--- src/rtl/axis_power_accumulator_if.sv ---
// AXI-Stream style channel used by axis_power_accumulator for input, config and output.
// Handshake: a beat transfers on a rising clk edge where valid && ready (exposed as ok);
// the master holds data/last stable and keeps valid high until that transfer happens.
interface Axis_If #(
  parameter int DATA_WIDTH = 8
);
  logic                  valid;
  logic                  ready;
  logic [DATA_WIDTH-1:0] data;
  logic                  last;
  logic                  ok;

  assign ok = valid & ready;

  modport master (
    output valid, data, last,
    input  ready, ok
  );

  modport slave (
    input  valid, data, last, ok,
    output ready
  );
endinterface

--- src/rtl/axis_power_accumulator.sv ---
// Sums all lanes of 2^N accepted squared-sample beats into one output beat, N set at runtime.
// Optional macro AXIS_POWER_ACCUMULATOR_LAST_FLUSH_EN: data_in.last closes a window early.
module axis_power_accumulator #(
  parameter int SAMPLE_WIDTH     = 16,
  parameter int PARALLEL_SAMPLES = 2,
  parameter int MAX_WINDOW_LOG2  = 8
) (
  input  logic   clk,
  input  logic   reset,
  Axis_If.slave  data_in,
  Axis_If.slave  config_in,
  Axis_If.master data_out
);
  localparam int OUT_WIDTH = SAMPLE_WIDTH + $clog2(PARALLEL_SAMPLES) + MAX_WINDOW_LOG2;
  localparam int CFG_WIDTH = $clog2(MAX_WINDOW_LOG2 + 1);
  localparam int CNT_WIDTH = MAX_WINDOW_LOG2 + 1;

  logic [OUT_WIDTH-1:0] r_acc;
  logic [CNT_WIDTH-1:0] r_beat_cnt;
  logic [CFG_WIDTH-1:0] r_active_log2;
  logic [CFG_WIDTH-1:0] r_pending_log2;
  logic                 r_pending_flag;
  logic                 r_out_valid;
  logic [OUT_WIDTH-1:0] r_out_data;

  logic [OUT_WIDTH-1:0] w_lane_sum;
  logic [CNT_WIDTH-1:0] w_win_max;
  logic [CFG_WIDTH-1:0] w_cfg_clamped;
  logic                 w_close;
  logic                 w_flush;
  logic                 w_apply;

  always_comb begin
    w_lane_sum = '0;
    for (int i = 0; i < PARALLEL_SAMPLES; i++) begin
      w_lane_sum = w_lane_sum + OUT_WIDTH'(data_in.data[i*SAMPLE_WIDTH +: SAMPLE_WIDTH]);
    end
  end

  assign w_win_max     = (CNT_WIDTH'(1) << r_active_log2) - CNT_WIDTH'(1);
  assign w_cfg_clamped = (config_in.data > CFG_WIDTH'(MAX_WINDOW_LOG2)) ?
                         CFG_WIDTH'(MAX_WINDOW_LOG2) : config_in.data;

`ifdef AXIS_POWER_ACCUMULATOR_LAST_FLUSH_EN
  assign w_flush = data_in.last;
`else
  assign w_flush = 1'b0;
`endif

  assign w_close = (r_beat_cnt == w_win_max) || w_flush;

  // Windows are only retimed on a boundary with no beat in flight.
  assign w_apply = r_pending_flag && (r_beat_cnt == '0) && !data_in.ok;

  assign data_in.ready   = !r_out_valid || data_out.ready;
  assign config_in.ready = 1'b1;
  assign data_out.valid  = r_out_valid;
  assign data_out.data   = r_out_data;

  always_ff @(posedge clk) begin
    if (reset) begin
      r_acc          <= '0;
      r_beat_cnt     <= '0;
      r_active_log2  <= '0;
      r_pending_log2 <= '0;
      r_pending_flag <= 1'b0;
      r_out_valid    <= 1'b0;
      r_out_data     <= '0;
    end else begin
      if (data_in.ok) begin
        if (w_close) begin
          r_acc      <= '0;
          r_beat_cnt <= '0;
        end else begin
          r_acc      <= r_acc + w_lane_sum;
          r_beat_cnt <= r_beat_cnt + CNT_WIDTH'(1);
        end
      end
      if (data_out.ok) begin
        r_out_valid <= 1'b0;
      end
      // A close in the same cycle as an output transfer reloads and keeps valid high.
      if (data_in.ok && w_close) begin
        r_out_valid <= 1'b1;
        r_out_data  <= r_acc + w_lane_sum;
      end
      if (w_apply) begin
        r_active_log2  <= r_pending_log2;
        r_pending_flag <= 1'b0;
      end
      if (config_in.ok) begin
        r_pending_log2 <= w_cfg_clamped;
        r_pending_flag <= 1'b1;
      end
    end
  end

`ifdef AXIS_POWER_ACCUMULATOR_LAST_FLUSH_EN
  logic r_out_last;

  always_ff @(posedge clk) begin
    if (reset) begin
      r_out_last <= 1'b0;
    end else if (data_in.ok && w_close) begin
      r_out_last <= data_in.last;
    end
  end

  assign data_out.last = r_out_last;
`else
  assign data_out.last = 1'b0;
`endif

endmodule

--- src/flat_wrapper.sv ---
// flat-port wrapper written by rule: the top's interface ports become plain ports
module axis_power_accumulator_flat 
#(
  parameter int SAMPLE_WIDTH     = 16,
  parameter int PARALLEL_SAMPLES = 2,
  parameter int MAX_WINDOW_LOG2  = 8
)
  (clk, reset, data_in_valid, data_in_data, data_in_last, data_in_ready, config_in_valid, config_in_data, config_in_last, config_in_ready, data_out_valid, data_out_data, data_out_last, data_out_ready);
  Axis_If #(.DATA_WIDTH((16)*(2))) data_in_i ();
  Axis_If #(.DATA_WIDTH(($clog2((8) + 1)))) config_in_i ();
  Axis_If #(.DATA_WIDTH(((16) + $clog2((2)) + (8)))) data_out_i ();
  input  logic clk;
  input  logic reset;
  input wire logic [$bits(data_in_i.valid)-1:0] data_in_valid;
  input wire logic [$bits(data_in_i.data)-1:0] data_in_data;
  input wire logic [$bits(data_in_i.last)-1:0] data_in_last;
  output wire logic [$bits(data_in_i.ready)-1:0] data_in_ready;
  input wire logic [$bits(config_in_i.valid)-1:0] config_in_valid;
  input wire logic [$bits(config_in_i.data)-1:0] config_in_data;
  input wire logic [$bits(config_in_i.last)-1:0] config_in_last;
  output wire logic [$bits(config_in_i.ready)-1:0] config_in_ready;
  output wire logic [$bits(data_out_i.valid)-1:0] data_out_valid;
  output wire logic [$bits(data_out_i.data)-1:0] data_out_data;
  output wire logic [$bits(data_out_i.last)-1:0] data_out_last;
  input wire logic [$bits(data_out_i.ready)-1:0] data_out_ready;
  assign data_in_i.valid = data_in_valid;
  assign data_in_i.data = data_in_data;
  assign data_in_i.last = data_in_last;
  assign data_in_ready = data_in_i.ready;
  assign config_in_i.valid = config_in_valid;
  assign config_in_i.data = config_in_data;
  assign config_in_i.last = config_in_last;
  assign config_in_ready = config_in_i.ready;
  assign data_out_valid = data_out_i.valid;
  assign data_out_data = data_out_i.data;
  assign data_out_last = data_out_i.last;
  assign data_out_i.ready = data_out_ready;
  axis_power_accumulator #(.SAMPLE_WIDTH(SAMPLE_WIDTH), .PARALLEL_SAMPLES(PARALLEL_SAMPLES), .MAX_WINDOW_LOG2(MAX_WINDOW_LOG2)) u_core (.clk(clk), .reset(reset), .data_in(data_in_i), .config_in(config_in_i), .data_out(data_out_i));
endmodule
--- config.mk ---
export PLATFORM = sky130hd
export DESIGN_NAME = axis_power_accumulator_flat
export DESIGN_NICKNAME = d
export VERILOG_FILES = /design/src/rtl/axis_power_accumulator_if.sv /design/src/rtl/axis_power_accumulator.sv /design/src/flat_wrapper.sv
export SDC_FILE = /design/constraint.sdc
export NUM_CORES = 1
export LEC_CHECK = 0
export ABC_AREA = 1
export CORE_MARGIN = 5
export CORE_UTILIZATION = 30
export DETAILED_ROUTE_END_ITERATION = 10
export GPL_ROUTABILITY_DRIVEN = 1
export GPL_TIMING_DRIVEN = 0
export PLACE_DENSITY = 0.56
export RECOVER_POWER = 50
export SLEW_MARGIN = 10
export SYNTH_ARGS = -nofsm -noshare
export SYNTH_HDL_FRONTEND = slang
export SYNTH_SLANG_ARGS = --single-unit
export TNS_END_PERCENT = 100
--- constraint.sdc ---
create_clock -name clk -period 3.35 [get_ports clk]
set_input_delay 0.5025 -clock clk [delete_from_list [all_inputs] [get_ports clk]]
set_output_delay 0.5025 -clock clk [all_outputs]
set_load 0.1 [all_outputs]
==> results of run 1 <==
[flip-flops by register name (all words and copies together), names as in the netlist]
register and count:
u_core.data_out.valid 1, u_core.r_acc 25, u_core.r_pending_log2 4, u_core.r_pending_flag 1
u_core.r_active_log2 4, u_core.r_beat_cnt 9, u_core.data_out.data 25
[logic make-up after synthesis]
kind of cell | count (synthesis)
simple gates | 510
buf+inv | 156
compound gates | 74
flops | 69
fa+ha+maj | 38
xor+xnor | 34
other cells | 2
[metrics by stage]
step           setup WS [ns]   util  setup TNS [ns]
2_1_floorplan         0.0807      -               0
3_3_place_gp          -0.981  0.360          -29.80
3_5_place_dp           -1.03  0.360          -29.89
4_1_cts             -0.00589  0.394        -0.00804
5_1_grt              -0.0244  0.424         -0.0786
6_report               0.173  0.424               0
[per-layer routing]
metal,global-route usage,vias to the layer above
li1,-,2940
met1,0.199,2521
met2,0.249,89
met3,0.0397,15
met4,0.0445,0
met5,0,-
[final timing paths]
path                                                 end  slack [ns]
worst max-delay path                    u_core.r_acc[17]        0.17
worst min-delay path            u_core.r_pending_log2[1]        0.46
worst max register to register           u_core.r_acc[8]        0.45
worst min register to register  u_core.r_pending_log2[1]        0.46
[power by group through the flow]
stage               Sequential, uW  Combinational [uW]  Clock, uW
finish                        1020                2550        993
floorplan                     1330                1220          0
global placement              1030                2030          0
CTS                           1010                2240       1010
global route                  1040                2790       1050
detailed placement            1030                2030          0
[repair_timing]
action	in CTS	in global routing
setup buffers	12	12
setup endpoints to repair	34	34
resized for setup	64	101
hold endpoints to repair	0	0
pin swaps	34	49
[cells in the mapped netlist (4+ instances only)]
library cell / n / share of area
nand4_1: 11 / 0.013
clkbuf_1: 7 / 0.0050
nor2_1: 109 / 0.078
inv_1: 132 / 0.094
dfxtp_1: 69 / 0.26
o21ai_0: 13 / 0.012
xnor2_1: 5 / 0.0083
ha_1: 36 / 0.085
buf_2: 5 / 0.0047
nor3_1: 5 / 0.0047
xor2_1: 29 / 0.048
buf_4: 4 / 0.0057
nand2_1: 303 / 0.22
nand3_1: 69 / 0.065
a21oi_1: 59 / 0.056
[worst max-delay path, stage by stage]
cell and delay (ns):
dlygate4sd2_1 0.20, ha_2 0.18, inv_2 0.04, fa_2 0.41
o21ai_4 0.20, a21boi_2 0.09, buf_4 0.14, xnor2_1 0.13
ha_1 0.37, nand2_1 0.12, nor2_2 0.22, nand3_1 0.12
nand3_1 0.17, nand2_1 0.12, nand2_1 0.08, nand2_1 0.04
nand2_1 0.08, nand3_1 0.07, a21oi_1 0.16
[cell type report]
class / count / area share
buffer: 21 / 0.0159
clock buffer: 10 / 0.0326
clock inverter: 6 / 0.00956
inverter: 135 / 0.0691
multi-input combinational: 658 / 0.523
sequential: 69 / 0.188
tap: 225 / 0.0384
timing repair buffer: 91 / 0.123
[cells in the final DEF, fill, tap and decap left out, drive strengths merged, types with 11 or more instances in the layout]
| master | instances |
|---|---|
| nand2 | 306 |
| a21oi | 59 |
| nand4 | 11 |
| dlymetal6s2s | 16 |
| clkbuf | 20 |
| nand3 | 70 |
| o21ai | 13 |
| ha | 36 |
| buf | 35 |
| dlygate4sd3 | 29 |
| dfxtp | 69 |
| nor2 | 113 |
| inv | 136 |
| xor2 | 29 |
| clkdlybuf4s50 | 20 |
==> results.cfg, run 1 <==
[clocking]
clk_path_buf_depth = 2
cts_sinks = 69
path_clk_slew_ns = 0.06
root_buffer = clkbuf_16
clk_latency_ns = 0.35
cts.htree.levels = 3
cts_buffers = 9
cts_tree = yes
cts_hold_buf = 0

[drt]
wl_met3_um = 727
dr_wl_met2_mm = 7.25
ant_nets = 0
dr.pass1.iters = 5
met1Wirelength_mm = 7.44
vias_per_cell = 4.58
top_layer = met4
wire_per_inst_um = 12.9
drt_iter0_markers = 280
via_count = 5565
drt-total-wl_mm = 15.7
drc_errors = 0

[worst_setup_path]
r2r_start = u_core.r_active_log2[3]
required_ns = 3.62
critPathCaptureType = flop
critical_path_arrival_ns = 3.45
setup.worst_path.start = data_in_data[16]
criticalPathCategory = primary input to flop
cp-start-kind = primary input
cp_max_fo = 4
worst_r2r_path_depth = 12

[power_and_ir_drop]
p_leak_uw = 0.00364
irDropWorstVdd_mv = 0.247
combPwrFrac = 0.558
seq_power_share = 0.224
p_int_uw = 2430
design_power_total_uw = 4560
switching_share = 0.467
power_switching_uw = 2130
p_clk_frac = 0.218
power_density_nw_per_um2 = 622

[synth]
synth_top_family_by_area = simple AND/OR/NAND/NOR gates
synth-seq-cells = 69
synth_edf_count = 0
synth_xor_area_frac = 0.0565
synth_ff_type = dfxtp_1
yosys.area_share.simple = 0.397
synth_nets = 964
synth.distinct_cells = 30
ys_warn_count = 0
synth_mux_area_frac = 0
ys_async_sr_fraction = 0
synth-compound-area-share = 0.0712
synthCells = 883
synth_fa_ha_area_frac = 0.0930
avgSynthCellArea_sq_um = 5.97
syn_area_sq_um = 5270
seq_area_frac_synth = 0.262

[hold_path]
holdCritStartpoint = u_core.r_pending_log2[1]
min_path_type = flop to flop
hold_depth = 2

[sta]
hold_slack_ns = 0.463
finalMaxSlewViolations = 0
worstMarginPinSlew_ns = 0.994
slew_headroom = 0.335
max_freq_mhz = 315
setup-violations-final = 0
post-route-period-util = 0.948
min_period_ns = 3.18
hold_viol = 0
finClkSkew_ns = 0.00819

[layout]
drive_gt1_frac = 0.173
nNetsFinal = 1066
diodes = 0
area_growth_pct = 39.1
final_cells = 1215
final_cell_area_sq_um = 7330
seq_area_sq_um = 1380
multi_input_area_sq_um = 3840
nFillCells = 1832

[global_routing]
grt_pass1_wl_mm = 25.2
grt_remaining_overflow = 0
grt_max_degree = 14
grt_pass1_vias = 5250
grt.total_usage = 0.153
antenna_found_initial = 0

[outcome]
outcome = finished, final reports clean

[die]
die-width_um = 143
core_area_sq_um = 17300
start_util = 0.305
dieArea_sq_um = 20300
rows = 48
num_io_pins = 72
die_h_um = 143

[place]
place_area_sq_um = 6220
port_buffers = 67
place_congestion = 0.931
dpl.cell_count = 1175
dp_hpwl_mm = 12.0

[flow_run]
max_cap_viol_count = 0
Power figures use the tool's default switching activity.
==> inputs of run 2 (changes only) <==
Settings changed: CORE_UTILIZATION 30 to 50, PLACE_DENSITY 0.56 to 0.82.
==> results.cfg, run 2 (synthesis results as in run 1) <==
[clocking]
cts_tree = yes
cts.htree.levels = 3
cts_buffers = 9
root_buffer = clkbuf_8
cts_hold_buf = 0
cts_sinks = 69
clk_latency_ns = 0.37
path_clk_slew_ns = 0.08
clk_path_buf_depth = 2

[sta]
finClkSkew_ns = 0.0174
setup-violations-final = 0
fin_tns_setup_ns = 0
slew_headroom = 0.335
min_period_ns = 3.28
finalMaxSlewViolations = 0
max_freq_mhz = 305
post-route-period-util = 0.979
hold_viol = 0
worstMarginPinSlew_ns = 0.994

[die]
num_io_pins = 72
die_h_um = 113
die-width_um = 113
dieArea_sq_um = 12700
rows = 37
start_util = 0.511
core_area_sq_um = 10300

[power_and_ir_drop]
design_power_total_uw = 4380
p_int_uw = 2290
power_density_nw_per_um2 = 621
irDropWorstVdd_mv = 0.287
seq_power_share = 0.234
switching_share = 0.478
combPwrFrac = 0.561
power_switching_uw = 2090
p_clk_frac = 0.205
p_leak_uw = 0.00355

[layout]
layout_common_cells = 274 x nand2_1, 127 x inv_1, 93 x nor2_1
nNetsFinal = 1058
final_cells = 1118
final_common_cell = nand2_1
area_growth_pct = 33.8
drive_gt1_frac = 0.153
diodes = 0

[hold_path]
hold_depth = 2
holdCritStartpoint = u_core.r_pending_flag
whs_endpoint = u_core.r_pending_flag
min_path_type = flop to flop

[global_routing]
grt_use_met1 = 0.293
antenna_found_initial = 0
grt_max_degree = 13
grt.busiest_layer = met2
grt_pass1_vias = 5188
grt_pass1_wl_mm = 23.4
grt_use_met2 = 0.368
grt_util_met3 = 0.0353
grt_remaining_overflow = 0
grt.total_usage = 0.223

[worst_setup_path]
worst_r2r_path_depth = 13
critical_path_arrival_ns = 3.58
reg2reg_to = u_core.data_out.data[1]
required_ns = 3.64
critPathCaptureType = flop
cp_max_fo = 5
r2r_slack_ns = 0.74
criticalPathCategory = primary input to flop
r2r_start = u_core.r_active_log2[3]
setup.worst_path.start = data_in_data[5]
cp-start-kind = primary input

[drt]
drt-total-wl_mm = 15.3
via_count = 5749
dr.pass1.iters = 6
drt_iter0_markers = 375
ant_nets = 0
wire_per_inst_um = 13.7
vias_per_cell = 5.14
drc_errors = 0

[place]
dpl.cell_count = 1086
port_buffers = 67
dp_hpwl_mm = 10.7
place_congestion = 0.967

[flow_run]
max_cap_viol_count = 0

[outcome]
outcome = finished, final reports clean
==> run 2: cell types whose count changed in the layout (fill, tap and decap cells not counted), sizes merged <==
cell	before	now
bufinv	1	3
clkinvlp	3	1
clkdlybuf4s50	20	24
dlymetal6s2s	16	12
buf	35	27
inv	136	135
clkbuf	20	21
==> run 2: critical path, cell delays in order <==
cell and delay [ns]:
clkdlybuf4s50_1 0.54, ha_4 0.24, a21oi_1 0.20, o21ai_0 0.15, nand2_1 0.10, nand4_1 0.14
nand2_1 0.11, nand2_2 0.08, nand3_2 0.07, nand2_2 0.08, ha_4 0.33, nand2_4 0.09
nor2_4 0.14, inv_1 0.06, nor2_2 0.14, nand3b_1 0.13, nand3_1 0.12, nand2_1 0.06
nand2_2 0.07, nand3_2 0.06, a21oi_1 0.15
==> run 2: power by group through the flow <==
stage,clock [uW],combinational (uW),sequential [uW]
6_report,901,2460,1020
5_1_grt,948,2660,1040
4_1_cts,902,2170,1010
3_5_place_dp,0,1990,1030
3_3_place_gp,0,1980,1030
2_1_floorplan,0,1220,1330
==> run 2: area by class of cell <==
type | count | area (sq um)
multi-input cells | 658 | 3800
fillers | 863 | 3270
flip-flops and latches | 69 | 1380
repair buffers | 83 | 822
inverters | 135 | 507
well taps | 136 | 170
clock buffers | 11 | 151
plain buffers | 21 | 120
clock inverters | 5 | 106
==> run 2: repair_timing <==
| item | in CTS | in global routing |
|---|---|---|
| pin swaps | 27 | 47 |
| buffers inserted | 5 | 11 |
| gates resized for setup | 60 | 88 |
| endpoints found under the setup margin | 34 | 34 |
==> run 2: worst max path at each step <==
stage | endpoint | slack (ns) | cells after the start
2_1_floorplan | u_core.r_acc[19] | 0.08 | 18
3_3_place_gp | u_core.r_acc[23] | -0.93 | 20
3_5_place_dp | u_core.r_acc[19] | -0.93 | 19
4_1_cts | u_core.r_acc[19] | 0.001 | 19
5_1_grt | u_core.r_acc[19] | -0.11 | 21
6_report | u_core.r_acc[19] | 0.07 | 21
==> run 2: layer usage <==
metal | share of wire | vias up
met5 | 0 | -
met4 | 0.031 | 0
met3 | 0.059 | 58
met2 | 0.47 | 198
met1 | 0.44 | 2583
li1 | - | 2910
==> run 2: stage by stage <==
step	utilization	hold WS, ns	instance area, sq um	setup slack (ns)
final	0.683	0.475	7060	0.0692
after global routing	0.683	0.493	7060	-0.110
after CTS	0.638	0.473	6590	0.00123
after detailed placement	0.592	0.458	6110	-0.929
after global placement	0.592	0.452	6110	-0.933
after floorplan	-	0.441	5270	0.0807
